$ cat src/rtl/activity_monitor.sv
// activity_monitor: per-second step statistics computed from the one-cycle PULSE stream.
//
// Ports:
//   CLK         in   system clock
//   RESET       in   synchronous, active-low reset (highest priority)
//   PULSE       in   one-cycle step pulse
//   CLEAR       in   synchronous statistics clear, active-high
//   RATE        out  steps counted in the last completed second
//   RATE_VALID  out  one-cycle strobe when RATE updates
//   PEAK_RATE   out  maximum RATE since reset/clear
//   HIGH_SECS   out  completed seconds with rate >= HIGH_THRESH
//   WIN_STEPS   out  steps in the first WINDOW seconds of activity
//   WIN_DONE    out  high once the window has closed
//   ACTIVE      out  high while the FSM is in RUN
module activity_monitor #(
  parameter int unsigned CLK_PER_SEC = 100000000,
  parameter int unsigned HIGH_THRESH = 64,
  parameter int unsigned WINDOW      = 9,
  parameter int unsigned IDLE_SECS   = 4
) (
  input  logic        CLK,
  input  logic        RESET,
  input  logic        PULSE,
  input  logic        CLEAR,
  output logic [13:0] RATE,
  output logic        RATE_VALID,
  output logic [13:0] PEAK_RATE,
  output logic [13:0] HIGH_SECS,
  output logic [13:0] WIN_STEPS,
  output logic        WIN_DONE,
  output logic        ACTIVE
);

  localparam int unsigned TW = (CLK_PER_SEC > 1) ? $clog2(CLK_PER_SEC) : 1;
  localparam int unsigned SW = $clog2(WINDOW + 1);
  localparam int unsigned ZW = $clog2(IDLE_SECS + 1);

  localparam logic [13:0] ACC_MAX = 14'd16383;
  localparam logic [13:0] BCD_MAX = 14'd9999;

  typedef enum logic {S_IDLE, S_RUN} state_t;

  state_t        state;
  logic [TW-1:0] tick_cnt;
  logic [13:0]   acc;
  logic [SW-1:0] sec_cnt;
  logic [ZW-1:0] zero_cnt;

  logic [13:0] r_c;
  logic [13:0] win_inc_c;
  logic [13:0] high_inc_c;
  logic        tick_c;
  logic        win_open_c;

  // Saturating next values and the closing-second rate (includes a pulse on the tick itself)
  always_comb begin
    r_c        = acc;
    win_inc_c  = WIN_STEPS;
    high_inc_c = HIGH_SECS;
    if (PULSE && (acc != ACC_MAX))
      r_c = acc + 14'd1;
    if (WIN_STEPS != BCD_MAX)
      win_inc_c = WIN_STEPS + 14'd1;
    if (HIGH_SECS != BCD_MAX)
      high_inc_c = HIGH_SECS + 14'd1;
    tick_c     = (state == S_RUN) && (tick_cnt == TW'(CLK_PER_SEC - 1));
    win_open_c = (sec_cnt < SW'(WINDOW));
  end

  // Control FSM, counters and registered statistics
  always_ff @(posedge CLK) begin
    if (!RESET || CLEAR) begin
      state      <= S_IDLE;
      tick_cnt   <= '0;
      acc        <= '0;
      sec_cnt    <= '0;
      zero_cnt   <= '0;
      RATE       <= '0;
      RATE_VALID <= 1'b0;
      PEAK_RATE  <= '0;
      HIGH_SECS  <= '0;
      WIN_STEPS  <= '0;
      WIN_DONE   <= 1'b0;
      ACTIVE     <= 1'b0;
    end else begin
      RATE_VALID <= 1'b0;
      if (state == S_IDLE) begin
        // The waking pulse counts as cycle 0 of the first second
        if (PULSE) begin
          state    <= S_RUN;
          ACTIVE   <= 1'b1;
          tick_cnt <= TW'(1);
          acc      <= 14'd1;
          if (win_open_c)
            WIN_STEPS <= win_inc_c;
        end
      end else begin
        if (PULSE && win_open_c)
          WIN_STEPS <= win_inc_c;
        if (tick_c) begin
          tick_cnt   <= '0;
          acc        <= '0;
          RATE       <= r_c;
          RATE_VALID <= 1'b1;
          if (r_c > PEAK_RATE)
            PEAK_RATE <= r_c;
          if (r_c >= 14'(HIGH_THRESH))
            HIGH_SECS <= high_inc_c;
          if (win_open_c) begin
            sec_cnt <= sec_cnt + SW'(1);
            if (sec_cnt == SW'(WINDOW - 1))
              WIN_DONE <= 1'b1;
          end
          // Enough consecutive empty seconds drop back to IDLE; stats are kept
          if (r_c == 14'd0) begin
            if (zero_cnt == ZW'(IDLE_SECS - 1)) begin
              state    <= S_IDLE;
              ACTIVE   <= 1'b0;
              zero_cnt <= '0;
            end else begin
              zero_cnt <= zero_cnt + ZW'(1);
            end
          end else begin
            zero_cnt <= '0;
          end
        end else begin
          tick_cnt <= tick_cnt + TW'(1);
          acc      <= r_c;
        end
      end
    end
  end

endmodule
$ cat config.mk
export PLATFORM = sky130hd
export DESIGN_NAME = activity_monitor
export DESIGN_NICKNAME = d
export VERILOG_FILES = /design/src/rtl/activity_monitor.sv
export SDC_FILE = /design/constraint.sdc
export NUM_CORES = 1
export LEC_CHECK = 0
export ABC_AREA = 1
export CORE_MARGIN = 4
export CORE_UTILIZATION = 53
export CTS_BUF_LIST = sky130_fd_sc_hd__clkbuf_4 sky130_fd_sc_hd__clkbuf_8
export CTS_CLUSTER_DIAMETER = 60
export CTS_CLUSTER_SIZE = 25
export DETAILED_ROUTE_END_ITERATION = 8
export GPL_TIMING_DRIVEN = 0
export PLACE_DENSITY = 0.78
export RECOVER_POWER = 100
export SKIP_CTS_REPAIR_TIMING = 1
export SLEW_MARGIN = 20
export SYNTH_ARGS = -nofsm -noshare
export SYNTH_HDL_FRONTEND = slang
export SYNTH_SLANG_ARGS = --single-unit
$ cat constraint.sdc
create_clock -name CLK -period 3.15 [get_ports CLK]
set_clock_uncertainty 0.1 [all_clocks]
set_input_delay 0.7875 -clock CLK [delete_from_list [all_inputs] [get_ports CLK]]
set_output_delay 0.7875 -clock CLK [all_outputs]
set_load 0.01 [all_outputs]
Word-level counts from Yosys, hierarchy flattened

Cells that the tools add are included.

Input port bits: 4
Flip-flop bits (word level): 108
Output and inout port bits: 59
Word-level logic and storage cells: 73

Magnitude comparators: 3
Muxes and demuxes: 25
Add/sub/neg operators: 6
Reductions and logical operators: 16
Bitwise logic cells: 1
Equality and inequality tests: 10

Operators by type and width:

| operator              | number |
|---|---|
| $mux 14               | 9 |
| $mux 27               | 3 |
| $add 14x1->14 const B | 3 |
| $ne 14x14->1 const B  | 3 |
| $add 27x1->27 const B | 1 |
| $eq 27x27->1 const B  | 1 |
| $ge 14x7->1 const B   | 1 |
| $gt 14x14->1          | 1 |
| $logic_not 14->1      | 1 |
| $reduce_and 4->1      | 3 |
| $mux 1                | 11 |
| $reduce_and 3->1      | 3 |
| $ne 2x1->1 const B    | 4 |
| $mux 3                | 2 |
| $add 4x1->4 const B   | 1 |
| $eq 4x4->1 const B    | 1 |
| $lt 4x4->1 const B    | 1 |
| $reduce_bool 2->1     | 2 |
| $add 3x1->3 const B   | 1 |
| $eq 3x2->1 const B    | 1 |
| $logic_and 1x1->1     | 3 |
| $reduce_and 2->1      | 1 |
| $reduce_or 2->1       | 1 |
| $logic_not 1->1       | 1 |
| 2 further kinds       | 2 |

Depth between registers and ports, before layout

Depth in word-level cells: 7
Gate-level depth with buffers: 22
Gate-level depth less buffers: 21

Worst setup path after synthesis

Ideal clock, no wire load.

Path type: input -> register
Start point: input PULSE
End point: register PEAK_RATE[6]
Arrival time: 2.954 ns
Stages on the path: 18
Buffers on the path: 2
Setup time: 0.115 ns
Path slack: -0.019 ns
Data required time: 2.935 ns
Cells stage by stage: buf_2 > inv_1 > a21oi_2 > nand3_1 > xor2_1 > inv_1 > ha_1 > nand4_1 > nor2_1 > nand2_1 > nor2_1 > and2_1 > nand2_1 > nand2_4 > buf_6 > nand3_1 > nand2_1 > nor2_1

Longest elaborated chain between the ends: 4

RTL lines:

| what                              | RTL line | source |
|---|---|---|
| start, declared                   | 23       | `input logic PULSE,` |
| $logic_and 1x1->1                 | 60       | `if (PULSE && (acc != ACC_MAX))` |
| $mux 14                           | 60       |  |
| named net r_c[12]                 | 49       | `logic [13:0] r_c;` |
| $gt 14x14->1                      | 105      | `if (r_c > PEAK_RATE)` |
| $reduce_and 3->1 (no source line) | -        |  |
| end signal, assigned              | 106      | `PEAK_RATE <= r_c;` |
| end, declared                     | 27       | `output logic [13:0] PEAK_RATE,` |

The timed path passes the listed nets, and every way through them passes these cells.
A chain may end at the register's enable or synchronous reset.

Worst setup path after layout

Start point: register acc[1]
End point: register PEAK_RATE[3]

Longest elaborated chain between the ends: 5
Elaborated cells on any way between the ends: 6
Those cells by class: add/sub (1); order compare (1); eq/ne (1); mux (1); reduce/logical (2)

RTL lines:

| what                                                  | RTL line | source |
|---|---|---|
| start, declared                                       | 45       | `logic [13:0] acc;` |
| start signal, assigned                                | 128      | `acc <= r_c;` |
| branches (longest 2 deep; another with $add 14x1->14) | -        |  |
| $mux 14 (*)                                           | 60       |  |
| named net r_c[12]                                     | 49       |  |
| $gt 14x14->1 (*)                                      | 105      |  |
| $reduce_and 3->1 (no source line) (*)                 | -        |  |

Mark *: on every way through the listed nets, which the timed path passes.

==> flow_summary.json <==
{
  "status": "finished, violations left",
  "violations": "setup timing",
  "worstSetupEndpointType": "flip-flop",
  "drive_above_1_share_pct": 12.9,
  "grt_max_degree": 20,
  "hold_depth": 2,
  "clk_pin_slew_ns": 0.11,
  "leakagePower_nw": 2.93,
  "io_pins": 63,
  "synth_flop_cell": "dfxtp_1",
  "place_area_um2": 6790,
  "reg2reg_from": "acc[1]",
  "power_density_nw_per_um2": 340,
  "tns_ns": -0.00279,
  "fp.dieW_um": 114,
  "grt_pass1_wl_um": 26100,
  "hp-class": "reg2reg",
  "use_met3_pct": 5.71,
  "antenna_found_initial": 0,
  "die_height_um": 114,
  "die_area_um2": 13100,
  "finalHoldViolCount": 0,
  "tightest_slew_ns": 0.865,
  "ff2ff_path_depth": 19,
  "layout_worst_path_cycle_share_pct": 100,
  "wire_per_inst_um": 14.7,
  "finalSetupViolCount": 1,
  "setup_ws_ns": -0.00279,
  "ys_types": 43,
  "wirelength_um": 16500,
  "io_buffers": 62,
  "nNetsFinal": 1001,
  "syn_to_final_growth_pct": 25.1,
  "max_freq_mhz": 317,
  "async_flop_share_pct": 0,
  "slew_violations": 0,
  "min-delay-start": "ACTIVE",
  "start_kind": "flip-flop",
  "rows": 38,
  "power_mw": 2.55,
  "cts.htree.levels": 3,
  "grt_busiest_layer": "met2",
  "fin_crit_ns": 3.15,
  "grtUsageMet1_pct": 32.0,
  "postRouteAntennaNets": 0,
  "required_ns": 3.35,
  "syn_inst": 884,
  "r2r_end": "PEAK_RATE[3]",
  "cap_violations": 0,
  "cts_buffer_depth": 2,
  "design_area_um2": 7490,
  "dp_hpwl_um": 11600,
  "ys_seq_area_share_pct": 36.1,
  "worstPathMaxFanout": 8,
  "dr_total_vias": 6212,
  "rrSetupSlack_ns": -0.003,
  "crit_start": "acc[1]",
  "clock_latency_ns": 0.39,
  "grt_pass1_vias": 5562,
  "use_met2_pct": 40.7,
  "crit_type": "reg2reg",
  "grt.total_usage_pct": 24.4,
  "yosysWarnings": 0,
  "coreArea_um2": 10900,
  "ys_ff_latch": 108,
  "drt-initial-drc-count": 540,
  "cts_tree": "done",
  "syn_nets": 905,
  "holdPathEnd": "ACTIVE",
  "layout_commonest_cell": "nand2_1",
  "start_util_pct": 54.7,
  "numCtsBuffers": 9,
  "antennaDiodeCount": 0,
  "grt_overflow": 0,
  "drtPass1Iterations": 6,
  "rsz0062_at_grt": "true",
  "cp.arrival_ns": 3.35,
  "slew_headroom_pct": 42.1,
  "postSynthAreaPerCell_um2": 6.77,
  "gp_congestion": 0.949,
  "syn_area_um2": 5980,
  "cts_root_buffer": "clkbuf_8",
  "routed_via_density": 5.52,
  "cts_sinks": 108,
  "final_cell_mix": "nand2_1 (178), inv_1 (107), dfxtp_1 (96), nor2_1 (94), nand3_1 (72)",
  "final_util_pct": 68.5,
  "post-place-ws_ns": -1.22,
  "ir_drop_mv": 0.321,
  "drc": 0,
  "synth_edf_count": 0
}
-- power by group --
part / total [mW] / switching, mW / internal (mW)
sequential: 1.37 / 0.00508 / 1.36
clock: 0.979 / 0.519 / 0.460
combinational: 0.200 / 0.140 / 0.0601
-- synthesized netlist by cell type (2+ instances only) --
cell type	n	area share [%]
nand3_1	78	6.5
buf_2	5	0.42
nand2_2	6	0.63
nor4_1	12	1.3
a22oi_1	2	0.25
clkbuf_1	19	1.2
nand3_2	2	0.33
a31oi_1	3	0.31
a21oi_2	2	0.29
xnor2_1	5	0.73
o211ai_1	4	0.50
or2_2	4	0.42
o21a_1	3	0.38
ha_1	17	3.6
xor2_1	16	2.3
dfxtp_1	108	36
nor3b_1	5	0.63
nand3b_1	2	0.25
inv_1	111	7.0
buf_6	4	0.75
o21bai_1	2	0.25
o21ai_0	36	3.0
a21oi_1	75	6.3
nand2_1	183	11
nand2_4	3	0.56
nor3_1	29	2.4
nor2_1	97	6.1
nor2_2	6	0.63
nand4_1	31	3.2
-- critical path, stage by stage, from the launching register on --
cell     delay, ns
dfxtp_4       0.37
ha_4          0.18
nand3_4       0.09
nor2_4        0.06
buf_6         0.12
a21oi_4       0.23
nand3_2       0.14
xor2_2        0.22
inv_2         0.09
ha_4          0.27
nand4_1       0.10
nor2_1        0.12
nand2_1       0.07
nor2_2        0.16
nand4_1       0.13
nor2_2        0.16
nor2_4        0.09
buf_8         0.15
a21oi_4       0.12
nor2_1        0.08
-- through the flow --
step	hold WS (ns)	std cells
6_report	0.375	1125
5_1_grt	0.407	1125
4_1_cts	0.372	1102
3_5_place_dp	0.357	1086
3_3_place_gp	0.356	1086
2_1_floorplan	0.338	884
-- flip-flops by register name, summed over array words and instances (netlist names) --
name,cells
PEAK_RATE,14
tick_cnt,27
state,1
RATE,14
zero_cnt,3
WIN_DONE,1
HIGH_SECS,14
ACTIVE,1
RATE_VALID,1
acc,14
WIN_STEPS,14
sec_cnt,4
-- per-layer routing --
layer	vias up	part of all wire, %
li1	3122	-
met1	2846	44
met2	217	47
met3	27	7.0
met4	0	2.1
met5	-	0
-- logic make-up (layout without fill, tap and decap cells) --
| logic type | count (synthesis) | in the layout | synth area share (%) |
|---|---|---|---|
| and+or+nand+nor | 463 | 463 | 35.3 |
| AOI/OAI and AO/OA | 133 | 134 | 12.2 |
| adders and majority gates | 17 | 17 | 3.56 |
| xor gates and xnor gates | 22 | 22 | 3.35 |
| DFF | 108 | 108 | 36.1 |
| buffers and inverters | 141 | 241 | 9.45 |
-- how the worst max path moves through the flow --
| stage | to | cells past startpoint |
|---|---|---|
| 4_1_cts | PEAK_RATE[6] | 19 |
| 2_1_floorplan | PEAK_RATE[6] | 18 |
| 3_3_place_gp | PEAK_RATE[6] | 19 |
| 3_5_place_dp | PEAK_RATE[6] | 19 |
| 5_1_grt | PEAK_RATE[3] | 22 |
| 6_report | PEAK_RATE[3] | 19 |
-- layout make-up --
cell class | count | area (um2)
Buffer | 28 | 164
Timing Repair Buffer | 84 | 802
Fill cell | 947 | 3450
Clock inverter | 7 | 105
Tap cell | 140 | 175
Sequential cell | 108 | 2190
Multi-Input combinational cell | 636 | 3500
Clock buffer | 9 | 124
Inverter | 113 | 424
Power figures use the tool's default switching activity.
